==> src/rtl/fu_result_buffer.sv <==
// Per-FU result buffer feeding the CDB: an in-order, compacted queue whose head
// is offered on fub_*; supports CDB pop, branch squash and branch-bit clearing.
module fu_result_buffer #(
  parameter int DEPTH   = 4,
  parameter int PHYS_W  = 6,
  parameter int DATA_W  = 64,
  parameter int BMASK_W = 4,
  parameter int BSPTR_W = 2
) (
  input  logic               clock,
  input  logic               reset,
  input  logic               fu_valid,
  input  logic [PHYS_W-1:0]  fu_tagDest,
  input  logic [DATA_W-1:0]  fu_result,
  input  logic [BMASK_W-1:0] fu_bmask,
  input  logic               cdb_stall,
  input  logic               br_pred_wrong,
  input  logic               br_pred_correct,
  input  logic [BSPTR_W-1:0] br_bs_ptr,
  output logic               fub_valid,
  output logic [PHYS_W-1:0]  fub_tagDest,
  output logic [DATA_W-1:0]  fub_result,
  output logic [BMASK_W-1:0] fub_bmask,
  output logic               fub_full
);

  localparam int CNT_W = $clog2(DEPTH + 1);
  localparam int IDX_W = (DEPTH > 1) ? $clog2(DEPTH) : 1;

  logic [PHYS_W-1:0]  tag_q [DEPTH];
  logic [PHYS_W-1:0]  tag_d [DEPTH];
  logic [DATA_W-1:0]  res_q [DEPTH];
  logic [DATA_W-1:0]  res_d [DEPTH];
  logic [BMASK_W-1:0] bm_q  [DEPTH];
  logic [BMASK_W-1:0] bm_d  [DEPTH];
  logic [CNT_W-1:0]   count_q;
  logic [CNT_W-1:0]   count_d;

  logic               live_c [DEPTH];
  logic [BMASK_W-1:0] bmclr_c [DEPTH];
  logic [BMASK_W-1:0] in_bm_c;
  logic               pop_c;
  logic               full_c;
  logic               push_c;
  logic [CNT_W-1:0]   wr_idx;

  assign full_c = (count_q == CNT_W'(DEPTH));
  assign pop_c  = (count_q != '0) && !cdb_stall;

  // Survivors after pop and branch resolution; mispredict overrides a
  // simultaneous correct-resolve.
  always_comb begin
    for (int i = 0; i < DEPTH; i++) begin
      live_c[i]  = (CNT_W'(i) < count_q) && !((i == 0) && pop_c);
      bmclr_c[i] = bm_q[i];
      if (br_pred_wrong) begin
        if (bm_q[i][br_bs_ptr]) live_c[i] = 1'b0;
      end else if (br_pred_correct) begin
        bmclr_c[i][br_bs_ptr] = 1'b0;
      end
    end
  end

  always_comb begin
    in_bm_c = fu_bmask;
    if (!br_pred_wrong && br_pred_correct) in_bm_c[br_bs_ptr] = 1'b0;
    push_c = fu_valid && !full_c && !(br_pred_wrong && fu_bmask[br_bs_ptr]);
  end

  // Compact survivors toward slot 0, then append the incoming result.
  // Unused slots are kept zero so the storage always mirrors the queue.
  always_comb begin
    for (int i = 0; i < DEPTH; i++) begin
      tag_d[i] = '0;
      res_d[i] = '0;
      bm_d[i]  = '0;
    end
    wr_idx = '0;
    for (int i = 0; i < DEPTH; i++) begin
      if (live_c[i]) begin
        tag_d[wr_idx[IDX_W-1:0]] = tag_q[i];
        res_d[wr_idx[IDX_W-1:0]] = res_q[i];
        bm_d[wr_idx[IDX_W-1:0]]  = bmclr_c[i];
        wr_idx = wr_idx + 1'b1;
      end
    end
    if (push_c) begin
      tag_d[wr_idx[IDX_W-1:0]] = fu_tagDest;
      res_d[wr_idx[IDX_W-1:0]] = fu_result;
      bm_d[wr_idx[IDX_W-1:0]]  = in_bm_c;
      wr_idx = wr_idx + 1'b1;
    end
    count_d = wr_idx;
  end

  always_ff @(posedge clock) begin
    if (reset) begin
      count_q <= '0;
      for (int i = 0; i < DEPTH; i++) begin
        tag_q[i] <= '0;
        res_q[i] <= '0;
        bm_q[i]  <= '0;
      end
    end else begin
      count_q <= count_d;
      for (int i = 0; i < DEPTH; i++) begin
        tag_q[i] <= tag_d[i];
        res_q[i] <= res_d[i];
        bm_q[i]  <= bm_d[i];
      end
    end
  end

  assign fub_valid   = (count_q != '0);
  assign fub_full    = full_c;
  assign fub_tagDest = fub_valid ? tag_q[0] : '0;
  assign fub_result  = fub_valid ? res_q[0] : '0;
  assign fub_bmask   = fub_valid ? bm_q[0]  : '0;

endmodule

==> config.mk <==
export PLATFORM = sky130hd
export DESIGN_NAME = fu_result_buffer
export DESIGN_NICKNAME = d
export VERILOG_FILES = /design/src/rtl/fu_result_buffer.sv
export SDC_FILE = /design/constraint.sdc
export NUM_CORES = 1
export LEC_CHECK = 0
export CAP_MARGIN = 25
export CORE_MARGIN = 2
export CORE_UTILIZATION = 40
export DETAILED_ROUTE_END_ITERATION = 10
export GPL_TIMING_DRIVEN = 0
export PLACE_DENSITY = 0.62
export SYNTH_ARGS = -nofsm -noshare
export SYNTH_HDL_FRONTEND = slang
export SYNTH_SLANG_ARGS = --single-unit
==> constraint.sdc <==
create_clock -name clock -period 4.35 [get_ports clock]
set_input_delay 0.6525 -clock clock [delete_from_list [all_inputs] [get_ports clock]]
set_output_delay 0.6525 -clock clock [all_outputs]
set_load 0.02 [all_outputs]
==> flow_summary.toml, run 1 <==
[pwr]
ir_worst_vdd_v = 0.000207
p_total_uw = 6810
p_per_area_mw_per_mm2 = 345
switching_share = 0.284
power_switching_uw = 1930
seqPwrFrac = 0.423
p_int_uw = 4880
power_frac_comb = 0.151
p_leak_uw = 0.00671
clockPowerShare = 0.426

[synth]
yosys_warnings = 0
synth_edf_count = 0
synth_cell_types = 59
avgSynthCellArea_um2 = 9.06
ys.flop_type = "dfxtp_1"
synth_cells = 1775
ys_top_cells_by_area = "dfxtp_1 37%, a221oi_1 8.0%, a22oi_1 6.7%"
synth_area_mm2 = 0.0161
ys_seq_area_frac = 0.372
synth_top_area_share = 0.372
ys_seq_elements = 299
synth_top_area_cell = "dfxtp_1"
synthArstFlopShare = 0
synth_nets = 1866

[job]
maxCapViolations = 0

[floorplanning]
ioPinCount = 158
dieHeight_um = 204
start_util = 0.405
std_cell_rows = 73
core_mm2 = 0.0397
dieArea_mm2 = 0.0418
die_w_um = 204

[critical_path]
crit_fanout = 13
start_kind = "primary input"
path_cells = "clkdlybuf4s15_2 > buf_6 > buf_6 > mux2_2 > nand2_8 > nand2_1 > ha_4 > xnor2_4 > inv_1 > ha_1 > nor2_1 > a21o_1 > ha_1 > a21boi_2 > a211oi_2 > buf_4 > buf_2 > a22oi_1 > o22ai_1"
critPathMaxStageDelay_ps = 440
arrival_ps = 4660
worst_ep_required_time_ps = 4780
cpMaxStageDelayCell = "mux2_2"
crit_path_end_kind = "flop"
critPathKind = "in -> reg"

[global_route]
overflow = 0
grt_max_degree = 17
grt_pass1_vias = 16400
grt_usage = 0.304
grt_pass1_wl_mm = 98.9
grt_antenna_before_repair = 1

[place]
hpwl_mm = 43.0
dp_cells = 2458
portBuffers = 156
routabilityCongestion = 0.968
pre_cts_ws_ps = -1840

[sta]
worst_pin_slew_ps = 1110
clock_skew_ps = 15.1
finalSetupViolCount = 0
min_period_ps = 4230
timing.final.ws_setup_ps = 122
slew_violations = 0
max_slew_margin = 0.255
max_freq_mhz = 236
post-route-period-util = 0.972
grt_setup_unrepaired = "yes"
hold_viol = 0
tns_ps = 0

[layout]
area_growth_pct = 22.7
final_cells = 2524
fillCellCount = 3765
nNetsFinal = 2068
seqCellArea_mm2 = 0.00599
drive_gt1_frac = 0.201
multiInputGateArea_mm2 = 0.00913

[detailed_routing]
drc = 0
routed_wirelength_mm = 65.1
dr.first_iter.drc_count = 2144
routed_via_density = 6.58
vias = 16600
drt_first_pass_iters = 5
wl_per_cell_um = 25.8
antenna_left = 0

[clock_tree]
cts_tree = "done"
cts_root_buf = "clkbuf_16"
cts.sinks = 299
clock_latency_ps = 520
htreeDepth = 2
cts_buffers = 35
cts.clk_slew.worst_paths_ps = 60
clockBufferDepth = 3

[worst_hold_path]
worstHoldPathType = "reg -> reg"

[run_status]
status = "finished, final reports clean"
[cell usage in the layout, fill, tap and decap left out, drive strengths merged, types with 8 or more instances in the layout]
cell           Yosys  routed
ha                 9       9
inv               15      15
a31o              62      62
o21ai             16      16
a221oi           216     216
nor3             147     147
mux2               8       8
a21oi             16      16
o211a              9       9
dfxtp            299     299
nor2             229     229
a211oi            23      23
clkbuf           123     172
nand2             79      80
buf               85      94
and2              73      73
a22oi            143     143
o31ai             63      63
a31oi              8       8
a32o              11      11
o22ai             72      72
clkdlybuf4s50      0     153
[power groups by stage]
stage | Sequential (uW) | Clock, uW | Combinational, uW
after floorplan | 2920 | 0 | 534
after global placement | 2940 | 0 | 954
after detailed placement | 2940 | 0 | 963
after CTS | 2880 | 2900 | 992
after global routing | 2890 | 3010 | 1090
final | 2880 | 2900 | 1030
[worst max-delay path, delay by kind of cell]
| kind | cells | cell delay, ps |
|---|---|---|
| buffers and inverters | 6 | 1220 |
| xor gates and xnor gates | 1 | 170 |
| adders and majority gates | 3 | 760 |
| muxes | 1 | 440 |
| and+or+nand+nor | 3 | 380 |
| AOI/OAI and AO/OA | 5 | 1020 |
[timing repair]
action,in CTS,in global routing
pin swaps,3,4
gates cloned,0,1
gates resized for setup,42,47
hold buffers,0,0
hold endpoints to repair,0,0
setup buffers,4,7
setup endpoints to repair,328,314
[registers in the layout (all words and copies together), names as in the netlist]
| register | flops |
|---|---|
| count_q | 3 |
| tag_q | 24 |
| res_q | 256 |
| bm_q | 16 |
[per-stage QoR]
step | utilization | area, um2 | hold WS (ps)
6_report | 0.496 | 19700 | 561
5_1_grt | 0.496 | 19700 | 590
4_1_cts | 0.493 | 19600 | 560
3_5_place_dp | 0.462 | 18400 | 556
3_3_place_gp | 0.462 | 18300 | 552
2_1_floorplan | - | 16100 | 526
[layer usage]
metal / wire [um] / global-route usage / part of all wire
met5: 0 / 0 / 0
met4: 2800 / 0.143 / 0.043
met3: 6080 / 0.0588 / 0.093
met2: 29200 / 0.470 / 0.45
met1: 27100 / 0.409 / 0.42
[cell families after synthesis]
kind of cell | after synthesis | share of synthesized area
AOI/OAI and AO/OA | 673 | 0.360
and+or+nand+nor | 553 | 0.178
DFF | 299 | 0.372
buffers and inverters | 223 | 0.0697
muxes | 16 | 0.0124
adders and majority gates | 9 | 0.00701
xor gates and xnor gates | 2 | 0.00109
[synthesized netlist by cell type, types with 10 or more instances]
cell type,instances
o22ai_1,72
a221oi_1,147
o31ai_1,63
buf_2,59
inv_1,15
dfxtp_1,299
a221oi_2,69
nand2_1,79
a22oi_1,143
a21oi_1,15
a211oi_1,22
nor2_1,227
nor3_1,86
a32o_1,11
clkbuf_1,123
buf_6,10
buf_4,10
nor3_2,61
and2_1,73
a31o_2,62
[area by class of cell]
| cell class | count | area share |
|---|---|---|
| Tap cell | 525 | 0.0333 |
| Timing Repair Buffer | 169 | 0.0841 |
| Sequential cell | 299 | 0.303 |
| Antenna cell | 1 | 0.000127 |
| Inverter | 15 | 0.00285 |
| Multi-Input combinational cell | 1254 | 0.463 |
| Buffer | 203 | 0.0579 |
| Clock inverter | 8 | 0.00349 |
| Clock buffer | 50 | 0.0520 |
[path summary, 6_finish.rpt]
path | to | cells after the start | slack (ps) | from
max | res_q[0][89] | 19 | 120 | br_bs_ptr[1]
min | tag_q[0][5] | 2 | 560 | tag_q[3][5]
max reg2reg | res_q[0][89] | 18 | 270 | count_q[1]
min reg2reg | tag_q[0][5] | 2 | 560 | tag_q[3][5]
Power figures use the tool's default switching activity.
==> run 2, diff against run 1 <==
--- a/config.mk
+++ b/config.mk
@@ -6,11 +6,15 @@
 export NUM_CORES = 1
 export LEC_CHECK = 0
 export CAP_MARGIN = 25
+export CELL_PAD_IN_SITES_DETAIL_PLACEMENT = 0
+export CELL_PAD_IN_SITES_GLOBAL_PLACEMENT = 1
+export CORE_ASPECT_RATIO = 1.25
 export CORE_MARGIN = 2
 export CORE_UTILIZATION = 40
+export CTS_CLUSTER_SIZE = 24
 export DETAILED_ROUTE_END_ITERATION = 10
 export GPL_TIMING_DRIVEN = 0
-export PLACE_DENSITY = 0.62
+export PLACE_DENSITY = 0.77
 export SYNTH_ARGS = -nofsm -noshare
 export SYNTH_HDL_FRONTEND = slang
 export SYNTH_SLANG_ARGS = --single-unit
==> run 2 against run 1 <==
Effect of this change: die area about the same; first-iteration DRC count fell by 27%; sequential power barely moved; clock power is 2% lower; routed wire length decreased by 1.3%; clock-buffer cell count up 1; combinational power barely moved; critical path type unchanged; critical endpoint is now res_q[0][84].
==> flow_summary.toml, run 2 (synthesis results as in run 1) <==
[worst_hold_path]
worstHoldPathType = "reg -> reg"
hold_depth = 2

[layout]
fin_util = 0.492
layout_common_cells = "299 x dfxtp_1, 226 x nor2_1, 153 x clkdlybuf4s50_1"
largest_reg_flops = 256
drive_gt1_frac = 0.199
area_growth_pct = 22.2
diodes = 0
largest_registers = "res_q (256), tag_q (24), bm_q (16)"
final_cells = 2497
regMostFlops = "res_q"
final_common_cell = "dfxtp_1"
nNetsFinal = 2064

[clock_tree]
cts_tree = "done"
clock_latency_ps = 530
clockBufferDepth = 3
cts.sinks = 299
cts.clk_slew.worst_paths_ps = 60
cts_hold_buf = 0
htreeDepth = 2
cts_buffers = 34
cts_root_buf = "clkbuf_16"

[detailed_routing]
wl_per_cell_um = 25.7
vias = 16400
drc = 0
antenna_left = 0
drt_first_pass_iters = 6
routed_via_density = 6.56
dr.first_iter.drc_count = 1571
routed_wirelength_mm = 64.2

[floorplanning]
dieHeight_um = 228
start_util = 0.403
core_mm2 = 0.0399
dieArea_mm2 = 0.0418
ioPinCount = 158
die_w_um = 183
std_cell_rows = 82

[critical_path]
arrival_ps = 4620
crit_path_end_kind = "flop"
worst_ep_required_time_ps = 4790
reg2reg_depth = 19
regToRegSetupSlack_ps = 190
start_kind = "primary input"
crit_fanout = 10
critPathKind = "in -> reg"

[pwr]
p_per_area_mw_per_mm2 = 344
p_leak_uw = 0.00667
ir_worst_vdd_v = 0.000215

[sta]
hold_viol = 0
min_period_ps = 4180
finalSetupViolCount = 0
max_slew_margin = 0.373
slew_violations = 0
clock_skew_ps = 12.2
worst_pin_slew_ps = 940
grt_setup_unrepaired = "no"
max_freq_mhz = 239
post-route-period-util = 0.960
timing.final.ws_setup_ps = 172

[place]
pre_cts_ws_ps = -1780
dp_cells = 2437
routabilityCongestion = 0.927
portBuffers = 156
hpwl_mm = 43.2

[global_route]
grt_usage = 0.295
grt_pass1_vias = 15900
grt_pass1_wl_mm = 96.3
grt_max_degree = 17
grt_antenna_before_repair = 0
overflow = 0

[job]
maxCapViolations = 0

[run_status]
status = "finished, final reports clean"
[run 2: per-stage QoR]
step                total power [uW]  setup TNS, ps  hold WS (ps)  cell area [um2]
global placement                3900        -414360           544            18300
detailed placement              3910        -422100           555            18300
floorplan                       3450              0           526            16100
CTS                             6740              0           565            19500
finish                          6750              0           566            19600
global route                    6920              0           591            19600
[run 2: worst max-delay path: stages]
cell and delay (ps):
buf_2 150, buf_8 120, buf_6 140, mux2_2 400
a21oi_4 300, nand2_1 140, ha_4 260, xnor2_4 210
inv_1 90, ha_1 300, nor2_1 60, a21o_1 210
ha_1 190, a21boi_2 170, and2_1 180, buf_6 170
a211o_1 340, buf_12 180, buf_6 160, o22ai_1 180
[run 2: per-layer routing]
| layer | vias to the layer above | wire length (um) | track usage |
|---|---|---|---|
| met5 | - | 0 | 0 |
| met4 | 0 | 2840 | 0.138 |
| met3 | 186 | 5200 | 0.0476 |
| met2 | 915 | 30800 | 0.496 |
| met1 | 7957 | 25400 | 0.367 |
| li1 | 7327 | - | - |
[run 2: where the power goes]
| group | internal, uW | leakage (uW) | switching [uW] |
|---|---|---|---|
| clock network | 1650 | 0.000530 | 1200 |
| logic | 361 | 0.00372 | 659 |
| registers | 2830 | 0.00242 | 59.4 |
[run 2: final timing paths]
kind / startpoint / end
worst min register to register: res_q[0][239] / res_q[0][47]
worst min-delay path: res_q[0][239] / res_q[0][47]
worst max register to register: count_q[1] / res_q[0][84]
worst max-delay path: br_bs_ptr[1] / res_q[0][84]
[run 2: repair_timing]
item	4_1_cts	5_1_grt
setup buffers	3	4
gates resized for setup	44	67
pin swaps	2	4
setup endpoints to repair	317	291
[run 2: final cells by class]
class,instances,area (um2)
Clock buffer,51,1040
Buffer,204,1190
Sequential cell,299,5990
Inverter,15,56.3
Fill cell,3782,20300
Clock inverter,5,31.3
Multi-Input combinational cell,1253,9080
Timing Repair Buffer,166,1630
Tap cell,504,631
